### src/rtl/led_pulse_out.sv
// Event-to-LED blinker: one blink per event with a guaranteed on-time and off-gap, plus a saturating event queue.
// Define LED_ACTIVE_LOW_EN to invert ExtLED for common-anode LEDs (lit=0, dark=1).
module led_pulse_out #(
  parameter int unsigned ON_CYCLES  = 7200000,
  parameter int unsigned OFF_CYCLES = 7200000,
  parameter int unsigned PEND_W     = 3
) (
  input  logic              Fg_CLK,
  input  logic              RESETn,
  input  logic              IntEVT,
  output logic              ExtLED,
  output logic              Busy,
  output logic [PEND_W-1:0] Pending,
  output logic              Overflow
);

`ifdef LED_ACTIVE_LOW_EN
  localparam logic LIT = 1'b0;
`else
  localparam logic LIT = 1'b1;
`endif

  typedef enum logic [1:0] {IDLE, ON, GAP} state_t;

  localparam logic [25:0]     ON_LAST  = 26'(ON_CYCLES - 1);
  localparam logic [25:0]     OFF_LAST = 26'(OFF_CYCLES - 1);
  localparam logic [PEND_W:0] PEND_MAX = {1'b0, {PEND_W{1'b1}}};
  localparam logic [PEND_W:0] ONE      = {{PEND_W{1'b0}}, 1'b1};

  state_t            state, state_nx;
  logic [25:0]       phase, phase_nx;
  logic [PEND_W-1:0] pend_nx;
  logic              ovf_nx, led_nx;
  logic [PEND_W:0]   eff, eff_dec;
  logic              gap_last, start;

  always_ff @(posedge Fg_CLK) begin
    if (!RESETn) begin
      state    <= IDLE;
      phase    <= '0;
      Pending  <= '0;
      Overflow <= 1'b0;
      ExtLED   <= ~LIT;
    end else begin
      state    <= state_nx;
      phase    <= phase_nx;
      Pending  <= pend_nx;
      Overflow <= ovf_nx;
      ExtLED   <= led_nx;
    end
  end

  always_comb begin
    // eff is one bit wider than Pending so a full queue plus a new event is visible
    eff      = {1'b0, Pending} + {{PEND_W{1'b0}}, IntEVT};
    eff_dec  = eff - ONE;
    gap_last = (state == GAP) && (phase == OFF_LAST);
    start    = ((state == IDLE) || gap_last) && (eff != '0);

    state_nx = state;
    phase_nx = phase;
    pend_nx  = Pending;
    ovf_nx   = Overflow;

    if (start) begin
      pend_nx = eff_dec[PEND_W-1:0];
    end else if (eff > PEND_MAX) begin
      pend_nx = PEND_MAX[PEND_W-1:0];
      ovf_nx  = 1'b1;
    end else begin
      pend_nx = eff[PEND_W-1:0];
    end

    case (state)
      IDLE: begin
        phase_nx = '0;
        if (start) state_nx = ON;
      end
      ON: begin
        if (phase == ON_LAST) begin
          state_nx = GAP;
          phase_nx = '0;
        end else begin
          phase_nx = phase + 26'd1;
        end
      end
      GAP: begin
        if (gap_last) begin
          // a queued or same-cycle event chains straight into the next blink
          state_nx = start ? ON : IDLE;
          phase_nx = '0;
        end else begin
          phase_nx = phase + 26'd1;
        end
      end
      default: begin
        state_nx = IDLE;
        phase_nx = '0;
      end
    endcase

    led_nx = (state_nx == ON) ? LIT : ~LIT;
  end

  assign Busy = (state != IDLE);

endmodule

### config.mk
export PLATFORM = sky130hd
export DESIGN_NAME = led_pulse_out
export DESIGN_NICKNAME = d
export VERILOG_FILES = /design/src/rtl/led_pulse_out.sv
export SDC_FILE = /design/constraint.sdc
export NUM_CORES = 1
export LEC_CHECK = 0
export ABC_AREA = 1
export CORE_MARGIN = 4
export CORE_UTILIZATION = 27
export CTS_BUF_LIST = sky130_fd_sc_hd__clkbuf_4
export CTS_CLUSTER_SIZE = 14
export DETAILED_ROUTE_END_ITERATION = 6
export GPL_TIMING_DRIVEN = 0
export MAX_ROUTING_LAYER = met4
export PLACE_DENSITY = 0.45
export SETUP_SLACK_MARGIN = 0.5
export SYNTH_ARGS = -nofsm -noshare
export SYNTH_HDL_FRONTEND = slang
export SYNTH_SLANG_ARGS = --single-unit
### constraint.sdc
create_clock -name Fg_CLK -period 4.8 [get_ports Fg_CLK]
set_clock_uncertainty 0.1 [all_clocks]
set_input_delay 0.48 -clock Fg_CLK [delete_from_list [all_inputs] [get_ports Fg_CLK]]
set_output_delay 0.48 -clock Fg_CLK [all_outputs]
set_load 0.02 [all_outputs]
==> results_tabular.tex <==
\begin{tabular}{lr}
\hline
Metric & Value \\
\hline
\multicolumn{2}{l}{\textbf{Status}} \\
\quad Run status & finished, final reports clean \\
\multicolumn{2}{l}{\textbf{Clock network}} \\
\quad Number of resized instances in the post-cts repair step & 0 \\
\quad Number of buffers inserted for hold repair after clock tree synthesis & 0 \\
\quad Number of buffers on the longest clock path & 2 \\
\quad Clock root buffer & sky130\_fd\_sc\_hd\_\_clkbuf\_4 \\
\quad Clock Latency Late Sink & 0.34 ns \\
\quad TritonCTS buffer count & 5 \\
\quad Post-CTS clock slew at the launch and capture registers of the worst setup and hold paths & 0.11 ns \\
\quad Level count of the clock H-tree & 2 \\
\quad Number of post-CTS setup repair buffers & 0 \\
\quad Clock tree from TritonCTS & built \\
\quad Clock sink count & 33 \\
\multicolumn{2}{l}{\textbf{Power}} \\
\quad Sequential power share & 0.458 \\
\quad Clk network pwr share & 0.237 \\
\quad Internal power component & $\sim$0.43 mW \\
\quad Psw & 0.2339 mW \\
\quad Lkg Pwr & 0.8777 nW \\
\quad Power per cell area & 305.1 nW/um2 \\
\quad Sw Share & 0.3515 \\
\quad Combinational share of power & 0.305 \\
\quad Peak supply drop & 0.1559 mV \\
\multicolumn{2}{l}{\textbf{GRT}} \\
\quad Initial antenna violation count & 0 \\
\quad GRT overflow & 0 \\
\quad Via count of the first global-routing pass & roughly 1,600 \\
\quad Global-route usage over all layers & 0.1071 \\
\quad First-pass GRT wire length & around 7.3 mm \\
\quad Maximum number of pins on one net before global-route repair & 12 \\
\multicolumn{2}{l}{\textbf{Logic synthesis}} \\
\quad Synth unique cells & 28 \\
\quad Avg Inst Size Synth & 6.927 um2 \\
\quad Flip-flop and latch count after synthesis & 33 \\
\quad Synth Net Count & 290 \\
\quad Primary FF master, synth & sky130\_fd\_sc\_hd\_\_dfxtp\_1 \\
\quad Syn Std Cell Area & 1926 um2 \\
\quad Most used standard cell by instance count after synthesis & sky130\_fd\_sc\_hd\_\_nor2\_1 \\
\quad Count of flip-flops with a built-in enable after synthesis & 0 \\
\quad Count of yosys warnings during synthesis & 0 \\
\quad Post-synthesis async set-or-reset flop share & 0 \\
\quad Portion of the post-synthesis area used by sequential elements & 0.3431 \\
\quad Most frequent cells after synthesis & 55 x sky130\_fd\_sc\_hd\_\_nor2\_1, 54 x sky130\_fd\_sc\_hd\_\_nand2\_1, 34 x sky130\_fd\_sc\_hd\_\_inv\_1 \\
\quad Synthesized instance count & between 200 and 300 \\
\quad Top cell type's share of synthesized area & 0.3431 \\
\quad Post-synth top area cell & sky130\_fd\_sc\_hd\_\_dfxtp\_1 \\
\quad Main area contributors after synthesis & sky130\_fd\_sc\_hd\_\_dfxtp\_1 34\%, sky130\_fd\_sc\_hd\_\_nor2\_1 11\%, sky130\_fd\_sc\_hd\_\_nand2\_1 11\%, sky130\_fd\_sc\_hd\_\_inv\_1 6.6\%, sky130\_fd\_sc\_hd\_\_ha\_1 5.8\% \\
\multicolumn{2}{l}{\textbf{Worst setup path}} \\
\quad Largest delay share family, worst path & buffers and inverters \\
\quad Data required time at the worst endpoint & 4.22 ns \\
\quad CP max stage delay & 0.63 ns \\
\quad Beginning of the worst register-to-register path & Pending[0]\$\_SDFF\_PN0\_ \\
\quad Most frequent cell on the critical path & sky130\_fd\_sc\_hd\_\_inv\_1 \\
\quad Highest-delay cell along the critical path & sky130\_fd\_sc\_hd\_\_clkdlybuf4s50\_1 \\
\quad Element type at the critical path end & output port \\
\quad Instance count on the critical path & 4 \\
\quad Crit start category & flip-flop \\
\quad Worst-case register-to-register setup slack & 2.89 ns \\
\quad CP Class & reg2out \\
\quad Largest fanout of any net on the critical path & 5 \\
\quad Number of cells traversed by the worst register-to-register path & 9 \\
\quad Endpoint of the most critical register-to-register path & ExtLED\$\_SDFF\_PN0\_ \\
\quad Cells traversed along the worst timing path & inv\_1, ha\_1, inv\_1, clkdlybuf4s50\_1 \\
\quad CP arrival & roughly 1.8 ns \\
\quad Total buffers and inverters traversed by the critical path & 3 \\
\multicolumn{2}{l}{\textbf{Min path}} \\
\quad Hold WC Path Type & reg2reg \\
\quad Hold endpoint & Overflow\$\_SDFFE\_PN0P\_ \\
\quad Number of cells on the worst hold path & 2 \\
\quad HP Start & Overflow\$\_SDFFE\_PN0P\_ \\
\multicolumn{2}{l}{\textbf{Timing}} \\
\quad Slew Limit Headroom & 0.6676 \\
\quad Max Freq & roughly 420 MHz \\
\quad Setup repair after global routing missed its margin & no \\
\quad Final critical-path required period & roughly 2.4 ns \\
\quad Final critical-path share of the clock period & 0.5003 \\
\quad Pin slew with the least headroom to its limit & 0.4968 ns \\
\quad Number of endpoints with negative hold slack in the final report & 0 \\
\quad Final Worst Setup Slack & 2.399 ns \\
\quad Final setup violation count & 0 \\
\quad TNS Setup & 0 ns \\
\quad Max-slew violation count & 0 \\
\multicolumn{2}{l}{\textbf{Die}} \\
\quad Initial Util & 0.2803 \\
\quad Floorplan Core Area & 6869 um2 \\
\quad Horizontal die dimension & 92.45 um \\
\quad Area enclosed by the die boundary & 8547 um2 \\
\quad Die extent in y & 92.45 um \\
\quad Io pins & 9 \\
\quad Num rows & 30 \\
\multicolumn{2}{l}{\textbf{Final layout}} \\
\quad Antenna diode instance count & 0 \\
\quad Share of the core filled with cells & 0.3175 \\
\quad Layout cell share with drive strength beyond 1 & 0.1190 \\
\quad Synth-to-layout area growth & 13.26\% \\
\quad Number of nets at the end of the flow & 305 \\
\quad Number of standard cells in the final layout excluding fillers & between 300 and 400 \\
\multicolumn{2}{l}{\textbf{Drt}} \\
\quad Routed vias & 1,693 \\
\quad Via density & 4.341 \\
\quad Average wire length per cell after detail routing & 10.40 um \\
\quad Iteration-0 DRC Markers & 71 \\
\quad Antenna-violating nets left & 0 \\
\quad Drt drc & 0 \\
\quad DRT Wirelength & 4.057 mm \\
\quad Router iterations before antenna repair & 4 \\
\multicolumn{2}{l}{\textbf{Placed design}} \\
\quad Gpl congestion & between 0.8 and 0.9 \\
\quad Count of buffers inserted at the top-level ports & 8 \\
\quad Detailed placement HPWL & 3.159 mm \\
\quad Cell count after placement & 382 \\
\quad Worst Setup Slack post-DPL & approximately 2.3 ns \\
\multicolumn{2}{l}{\textbf{Job}} \\
\quad Number of violations of the max-capacitance limit & 0 \\
\hline
\end{tabular}
## cell usage in the layout, fill, tap and decap left out, types with 5 or more instances in the layout
cell / instances
sky130_fd_sc_hd__nor2_1: 55
sky130_fd_sc_hd__nand2_1: 54
sky130_fd_sc_hd__inv_1: 34
sky130_fd_sc_hd__dfxtp_1: 33
sky130_fd_sc_hd__nand3_1: 17
sky130_fd_sc_hd__nand4_1: 12
sky130_fd_sc_hd__ha_1: 9
sky130_fd_sc_hd__nor3_1: 8
sky130_fd_sc_hd__clkdlybuf4s50_1: 8
sky130_fd_sc_hd__nor2_2: 7
sky130_fd_sc_hd__a21oi_1: 7
sky130_fd_sc_hd__xor2_1: 7
sky130_fd_sc_hd__clkbuf_4: 5
## flip-flops by register name (all words and copies together) (netlist names)
signal / cells
ExtLED: 1
Pending: 3
phase: 26
Overflow: 1
state: 2
## area by class of cell
| cell class | instances | area, um2 |
|---|---|---|
| tap | 96 | 120.1 |
| fill | 748 | 4688 |
| sequential | 33 | 660.6 |
| multi-input combinational | 204 | 1102 |
| clock inverter | 3 | 17.52 |
| inverter | 38 | 142.6 |
| timing repair buffer | 8 | 80.08 |
| clock buffer | 5 | 37.54 |
| buffer | 3 | 20.02 |
## layer usage
layer  up-vias  part of all wire  GRT usage  wire length, um
met1       742              0.50     0.1361             2032
met3         6             0.028    0.02437              115
met5         -                 0          -                0
met4         0             0.015    0.03342               59
met2        31              0.46     0.1692             1850
li1        914                 -          -                -
## through the flow
| step | total power, mW | hold slack (ns) | cell area, um2 |
|---|---|---|---|
| detailed placement | 0.5166 | 0.3448 | 2126 |
| finish | 0.6654 | 0.3636 | 2181 |
| floorplan | 0.4546 | 0.3509 | 1926 |
| CTS | 0.6825 | 0.3687 | 2181 |
| global route | 0.7194 | 0.3846 | 2181 |
| global placement | 0.5206 | 0.3429 | 2126 |
## power groups by stage
stage | clock [mW] | sequential, mW | combinational [mW]
after floorplan | 0 | 0.325 | 0.130
after global placement | 0 | 0.312 | 0.209
after detailed placement | 0 | 0.311 | 0.206
after CTS | 0.171 | 0.305 | 0.207
after global routing | 0.178 | 0.308 | 0.234
final | 0.157 | 0.305 | 0.203
## worst max-delay path by stage
stage,startpoint,to,slack [ns]
detailed placement,IntEVT,ExtLED$_SDFF_PN0_,2.28
global route,state[1]$_SDFF_PN0_,Busy,2.24
finish,state[0]$_SDFF_PN0_,Busy,2.40
global placement,IntEVT,ExtLED$_SDFF_PN0_,2.23
floorplan,IntEVT,ExtLED$_SDFF_PN0_,2.86
CTS,state[0]$_SDFF_PN0_,Busy,2.37
## tightest hold or removal path: stages, from the launching register on
cell,delay [ns]
sky130_fd_sc_hd__dfxtp_1,0.33
sky130_fd_sc_hd__inv_1,0.05
sky130_fd_sc_hd__a21oi_1,0.05
## logic make-up (layout without fill, tap and decap cells)
logic type / Yosys count / count (layout) / share of synthesized area
and+or+nand+nor: 169 / 169 / 0.4230
buffers and inverters: 41 / 57 / 0.08446
DFF: 33 / 33 / 0.3431
AOI/OAI and AO/OA: 15 / 15 / 0.04093
xor gates and xnor gates: 11 / 11 / 0.05003
adders and majority gates: 9 / 9 / 0.05848
(Power assumes the default switching activity.)
